### config.mk
export PLATFORM = sky130hd
export DESIGN_NAME = mag_comp_tracker
export DESIGN_NICKNAME = d
export VERILOG_FILES = /design/src/rtl/mag_comp_tracker.sv
export SDC_FILE = /design/constraint.sdc
export NUM_CORES = 1
export LEC_CHECK = 0
export BUFFER_PORTS_ARGS = -buffer_cell sky130_fd_sc_hd__clkbuf_2
export CAP_MARGIN = 20
export CORE_AREA = 2 2 49 97
export DETAILED_ROUTE_END_ITERATION = 8
export DIE_AREA = 0 0 51 99
export PLACE_DENSITY = 0.74
export SYNTH_ARGS = -nofsm -noshare
export SYNTH_HDL_FRONTEND = slang
export SYNTH_SLANG_ARGS = --single-unit
### constraint.sdc
create_clock -name clock -period 3.1 [get_ports clock]
set_clock_uncertainty 0.1 [all_clocks]
set_input_delay 0.155 -clock clock [delete_from_list [all_inputs] [get_ports clock]]
set_output_delay 0.155 -clock clock [all_outputs]
set_load 0.05 [all_outputs]
### src/rtl/mag_comp_tracker.sv
// mag_comp_tracker: statistics tracker for a 4-bit magnitude comparator.
// It counts each comparator outcome, keeps the largest winning operand, and
// tracks runs of identical outcomes, raising an alarm when a run gets long.
// Optional feature: define MAG_TRK_HIST_EN to add the 8-bit 'hist' output.
// hist holds the last four accepted outcome codes, with the newest in [1:0].
//
// state  | meaning
// IDLE   | no sample accepted since reset/clear
// GT_RUN | current run is of a > b results
// LT_RUN | current run is of a < b results
// EQ_RUN | current run is of a == b results
module mag_comp_tracker #(
  parameter int WIDTH     = 4,
  parameter int CNT_W     = 8,
  parameter int RUN_LIMIT = 3
) (
  input  logic             clock,
  input  logic             reset,
  input  logic             clear,
  input  logic             in_valid,
  input  logic             a_gt_b,
  input  logic             a_lt_b,
  input  logic             a_eq_b,
  input  logic [WIDTH-1:0] a,
  input  logic [WIDTH-1:0] b,
  output logic [CNT_W-1:0] gt_count,
  output logic [CNT_W-1:0] lt_count,
  output logic [CNT_W-1:0] eq_count,
  output logic [WIDTH-1:0] max_val,
  output logic             max_valid,
  output logic [1:0]       run_state,
  output logic [CNT_W-1:0] run_len,
  output logic             alarm,
  output logic             err
`ifdef MAG_TRK_HIST_EN
  ,
  output logic [7:0]       hist
`endif
);

  typedef enum logic [1:0] {
    IDLE   = 2'b00,
    GT_RUN = 2'b01,
    LT_RUN = 2'b10,
    EQ_RUN = 2'b11
  } run_state_e;

  run_state_e       state_q, state_d, sample_state;
  logic [CNT_W-1:0] run_len_q, run_len_d;
  logic [CNT_W-1:0] gt_cnt_q, gt_cnt_d, lt_cnt_q, lt_cnt_d, eq_cnt_q, eq_cnt_d;
  logic [WIDTH-1:0] max_q, max_d, winner;
  logic             max_valid_q, max_valid_d;
  logic             err_q, err_d;
  logic             one_hot, accept, illegal;

  // Classify the incoming sample and pick its winning operand.
  always_comb begin
    one_hot      = (a_gt_b ^ a_lt_b ^ a_eq_b) & ~(a_gt_b & a_lt_b & a_eq_b);
    accept       = in_valid & one_hot & ~clear;
    illegal      = in_valid & ~one_hot & ~clear;
    sample_state = a_gt_b ? GT_RUN : (a_lt_b ? LT_RUN : EQ_RUN);
    winner       = a_lt_b ? b : a;
  end

  // Run-length FSM next state.
  always_comb begin
    state_d   = state_q;
    run_len_d = run_len_q;
    if (clear) begin
      state_d   = IDLE;
      run_len_d = '0;
    end else if (accept) begin
      state_d = sample_state;
      if (state_q == sample_state) begin
        if (run_len_q != '1) run_len_d = run_len_q + 1'b1;
      end else begin
        run_len_d = CNT_W'(1);
      end
    end
  end

  // Run-length FSM registers.
  always_ff @(posedge clock) begin
    if (reset) begin
      state_q   <= IDLE;
      run_len_q <= '0;
    end else begin
      state_q   <= state_d;
      run_len_q <= run_len_d;
    end
  end

  // Saturating counters, running maximum and sticky error next state.
  always_comb begin
    gt_cnt_d    = gt_cnt_q;
    lt_cnt_d    = lt_cnt_q;
    eq_cnt_d    = eq_cnt_q;
    max_d       = max_q;
    max_valid_d = max_valid_q;
    err_d       = err_q | illegal;
    if (clear) begin
      gt_cnt_d    = '0;
      lt_cnt_d    = '0;
      eq_cnt_d    = '0;
      max_d       = '0;
      max_valid_d = 1'b0;
    end else if (accept) begin
      if (a_gt_b && gt_cnt_q != '1) gt_cnt_d = gt_cnt_q + 1'b1;
      if (a_lt_b && lt_cnt_q != '1) lt_cnt_d = lt_cnt_q + 1'b1;
      if (a_eq_b && eq_cnt_q != '1) eq_cnt_d = eq_cnt_q + 1'b1;
      if (!max_valid_q || winner > max_q) max_d = winner;
      max_valid_d = 1'b1;
    end
  end

  // Statistics registers; err survives clear and only reset drops it.
  always_ff @(posedge clock) begin
    if (reset) begin
      gt_cnt_q    <= '0;
      lt_cnt_q    <= '0;
      eq_cnt_q    <= '0;
      max_q       <= '0;
      max_valid_q <= 1'b0;
      err_q       <= 1'b0;
    end else begin
      gt_cnt_q    <= gt_cnt_d;
      lt_cnt_q    <= lt_cnt_d;
      eq_cnt_q    <= eq_cnt_d;
      max_q       <= max_d;
      max_valid_q <= max_valid_d;
      err_q       <= err_d;
    end
  end

`ifdef MAG_TRK_HIST_EN
  logic [7:0] hist_q, hist_d;

  // Outcome history shifts in the newest code at the bottom.
  always_comb begin
    hist_d = hist_q;
    if (clear) hist_d = '0;
    else if (accept) hist_d = {hist_q[5:0], sample_state};
  end

  // Outcome history register.
  always_ff @(posedge clock) begin
    if (reset) hist_q <= '0;
    else       hist_q <= hist_d;
  end

  assign hist = hist_q;
`endif

  assign gt_count  = gt_cnt_q;
  assign lt_count  = lt_cnt_q;
  assign eq_count  = eq_cnt_q;
  assign max_val   = max_q;
  assign max_valid = max_valid_q;
  assign run_state = state_q;
  assign run_len   = run_len_q;
  assign alarm     = (run_len_q >= CNT_W'(RUN_LIMIT));
  assign err       = err_q;

endmodule

==> Flow_metrics.wiki <==
{| class="wikitable"
! Metric !! Value
|-
| Worst-case clock buffer depth || 2
|-
| Width of the die || 51 um
|-
| Synth Flop Type || sky130_fd_sc_hd__dfxtp_1
|-
| Starting utilization of the core area || 48.63%
|-
| Worst hold slack after final layout || 0.1682 ns
|-
| Net count of the mapped netlist || 271
|-
| Met2 Use GR || 35.26%
|-
| Core outline area || 0.004297 mm^2
|-
| Most Crowded Layer GR || met2
|-
| Upper clock frequency limit || 507.9 MHz
|-
| Share of the clock period used by the worst path || 63.51%
|-
| Cell type contributing the most total cell area after synthesis || sky130_fd_sc_hd__dfxtp_1
|-
| Total routed wirelength || 4800 um
|-
| YS warnings || 0
|-
| Antenna diode count || 0
|-
| Vertical die dimension || 99 um
|-
| Leading post-synthesis cells by cell area || sky130_fd_sc_hd__dfxtp_1, sky130_fd_sc_hd__nor2_1, sky130_fd_sc_hd__ha_1
|-
| Detailed-router iteration count before antenna repair || 4
|-
| Met1 Resource Use GR || 22.28%
|-
| CTS tree || done
|-
| Path class of the lowest-slack min-delay path || input pin to flop
|-
| Average wire length per cell after detail routing || 13.48 um
|-
| Antenna violations before repair || 0
|-
| Clock Root Buffer || sky130_fd_sc_hd__clkbuf_8
|-
| Kind of capture point of the worst setup path || flop
|-
| Share of synthesized cell area in full adder, half adder and majority cells || 5.988%
|-
| Minimum clock period after layout || 1.969 ns
|-
| Count of flip-flops with a built-in enable after synthesis || 0
|-
| Port Buf Inserts || 55
|-
| Ratio of cells with drive above 1 in the final layout || 24.83%
|-
| Die outline area || 0.005049 mm^2
|-
| Inserted Clock Buffers || 5
|-
| Area share of the leading cell type in the synthesized netlist || 38.32%
|-
| Clock Sink Count || 40
|-
| Arrival @ worst endpoint || 2.08 ns
|-
| Max-capacitance violation count || 0
|-
| Area of the mapped netlist || 0.002090 mm^2
|-
| Overflow after GRT || 0
|-
| Sequential element share of the synthesized area || 38.32%
|-
| Share of synthesized cell area in and, or, nand and nor gates || 27.13%
|-
| H-Tree Depth || 2
|-
| R2R Setup Slk || 1.32 ns
|-
| Outcome || complete, no violations
|-
| Insertion delay to the later sink of the worst-skew pair || 0.30 ns
|-
| Synth Area per Inst || 8.494 um^2
|-
| Startpoint class of the critical path || input pin
|-
| Crit path kind || input pin to flop
|-
| Iter 0 DRT Violations || 34
|-
| Async SR Flop Fraction || 0%
|-
| RD Place Congestion || 0.8560
|-
| List of cells traversed by the critical path || clkbuf_2, ha_1, or2_4, a21oi_4, nand3_4, or3_1, a21oi_1
|-
| Highest-delay cell along the critical path || sky130_fd_sc_hd__a21oi_4
|-
| Unrepaired setup endpoints after global routing || no
|-
| Pin slew with the least headroom to its limit || 0.8277 ns
|-
| Critical path peak fanout || 16
|-
| Flop and latch count out of synthesis || 40
|-
| Dominant combinational cell family by area after synthesis || simple AND/OR/NAND/NOR gates
|-
| Worst slew margin relative to its limit || 44.62%
|-
| Met3 routing resource usage after global routing || 4.848%
|-
| Net count reported at finish || 326
|-
| GRT Total Usage || 19.98%
|-
| WP data required || 3.21 ns
|-
| Global-route wire length before repair || 7928 um
|-
| Final Slew Violations || 0
|-
| Synth cell types || 46
|-
| Xor/xnor cell area share of the yosys netlist || 6.707%
|-
| Maximum number of pins on one net before global-route repair || 34
|-
| Detailed placement HPWL || 3566 um
|-
| I/O pin cnt || 56
|-
| Synthesis-to-layout area growth || 20.48%
|-
| Synthesized-area fraction occupied by ao, oa, aoi and oai cells || 14.19%
|-
| Most common library cell in the layout ignoring fill and taps || sky130_fd_sc_hd__clkbuf_2
|-
| TNS Setup || 0 ns
|-
| Via count of the routed design || 1967
|-
| # DRC || 0
|-
| Maximum single-stage delay on the critical path || 0.39 ns
|-
| Final hold viol count || 0
|-
| Commonest cells after routing, fill and taps aside || sky130_fd_sc_hd__clkbuf_2, sky130_fd_sc_hd__dfxtp_1, sky130_fd_sc_hd__nor2_1
|-
| Via count normalized by instance count || 5.525
|-
| Clock-pin slew on the worst setup and hold paths || 0.09 ns
|-
| Post-synthesis mux area share || 4.491%
|-
| Cells after synthesis || 246
|-
| CTS-repair resized insts || 0
|-
| Leakage power summed over all cells || 1.015 nW
|-
| Post-DRT Antenna Nets || 0
|-
| P per Cell Area || 413.9 mW/mm^2
|-
| Setup violators final || 0
|-
| Max VDD drop || 0.3683 mV
|-
| Standard-cell row count || 34
|-
| Via count of the first global-routing pass || 1821
|}
worst paths after layout:
kind / startpoint / endpoint / depth (start not counted)
min: b[3] / max_val[3] / 4
min reg2reg: max_val[2] / max_val[2] / 2
max reg2reg: run_len[0] / run_len[7] / 5
max: a_lt_b / lt_count[3] / 7
kinds of logic (layout without fill, tap and decap cells):
logic type	count (synthesis)	after routing
fa+ha+maj	10	10
flops	40	40
buf+inv	17	73
mux	9	9
xor+xnor	16	16
compound gates	44	44
simple gates	110	110
synth_stat cells, types with 2 or more instances:
cell	instances
sky130_fd_sc_hd__a211oi_1	9
sky130_fd_sc_hd__a21oi_1	12
sky130_fd_sc_hd__a31oi_1	3
sky130_fd_sc_hd__and3_1	5
sky130_fd_sc_hd__buf_2	2
sky130_fd_sc_hd__clkbuf_1	6
sky130_fd_sc_hd__dfxtp_1	40
sky130_fd_sc_hd__ha_1	10
sky130_fd_sc_hd__inv_1	9
sky130_fd_sc_hd__mux2_2	3
sky130_fd_sc_hd__mux2i_1	6
sky130_fd_sc_hd__nand2_1	17
sky130_fd_sc_hd__nand2b_1	2
sky130_fd_sc_hd__nand3_1	13
sky130_fd_sc_hd__nand4_1	14
sky130_fd_sc_hd__nor2_1	34
sky130_fd_sc_hd__nor3_1	9
sky130_fd_sc_hd__nor4_1	2
sky130_fd_sc_hd__o21ai_0	8
sky130_fd_sc_hd__or2_2	2
sky130_fd_sc_hd__xnor2_1	7
sky130_fd_sc_hd__xor2_1	9
metrics by stage:
stage	cell area, um^2	worst slack, ns	power (mW)	util [%]	cells
finish	2517	1.131	1.042	58.59	356
global route	2517	1.003	1.084	58.59	356
CTS	2517	1.154	1.052	58.59	356
detailed placement	2400	0.8532	0.6282	55.85	347
global placement	2400	0.8912	0.6273	55.85	347
floorplan	2090	1.135	0.6025	-	246
routing by layer:
metal / part of all wire (%) / wire (um)
met1: 39 / 1853
met3: 4.9 / 237
met5: 0 / 0
met4: 1.6 / 78
met2: 55 / 2630
registers in the layout (all words and copies together), names as in the netlist:
| signal | count |
|---|---|
| max_val | 4 |
| eq_count | 8 |
| gt_count | 8 |
| run_state | 2 |
| lt_count | 8 |
| err | 1 |
| run_len | 8 |
| max_valid | 1 |
layout make-up:
class | instances | area (um^2)
clock buffer | 6 | 72.57
clock inverter | 2 | 35.03
fill | 434 | 1779
inverter | 9 | 33.78
multi-input combinational | 189 | 1222
sequential | 40 | 800.8
tap | 54 | 67.56
timing repair buffer | 56 | 285.3
where the power goes:
part	switching, mW	internal [mW]	total, mW
Clock	0.186	0.239	0.425
Combinational	0.0622	0.0343	0.0965
Sequential	0.00339	0.517	0.520
Total	0.252	0.790	1.04
critical path, delay by kind of cell:
kind	cells	cell delay, ns
compound gates	2	0.55
fa+ha+maj	1	0.38
buf+inv	1	0.22
simple gates	3	0.77
what timing repair did:
item	in CTS	in global routing
hold buffers	1	0
setup buffers	0	0
endpoints found under the hold margin	1	0
No activity file was read; power rests on OpenSTA's default activity.
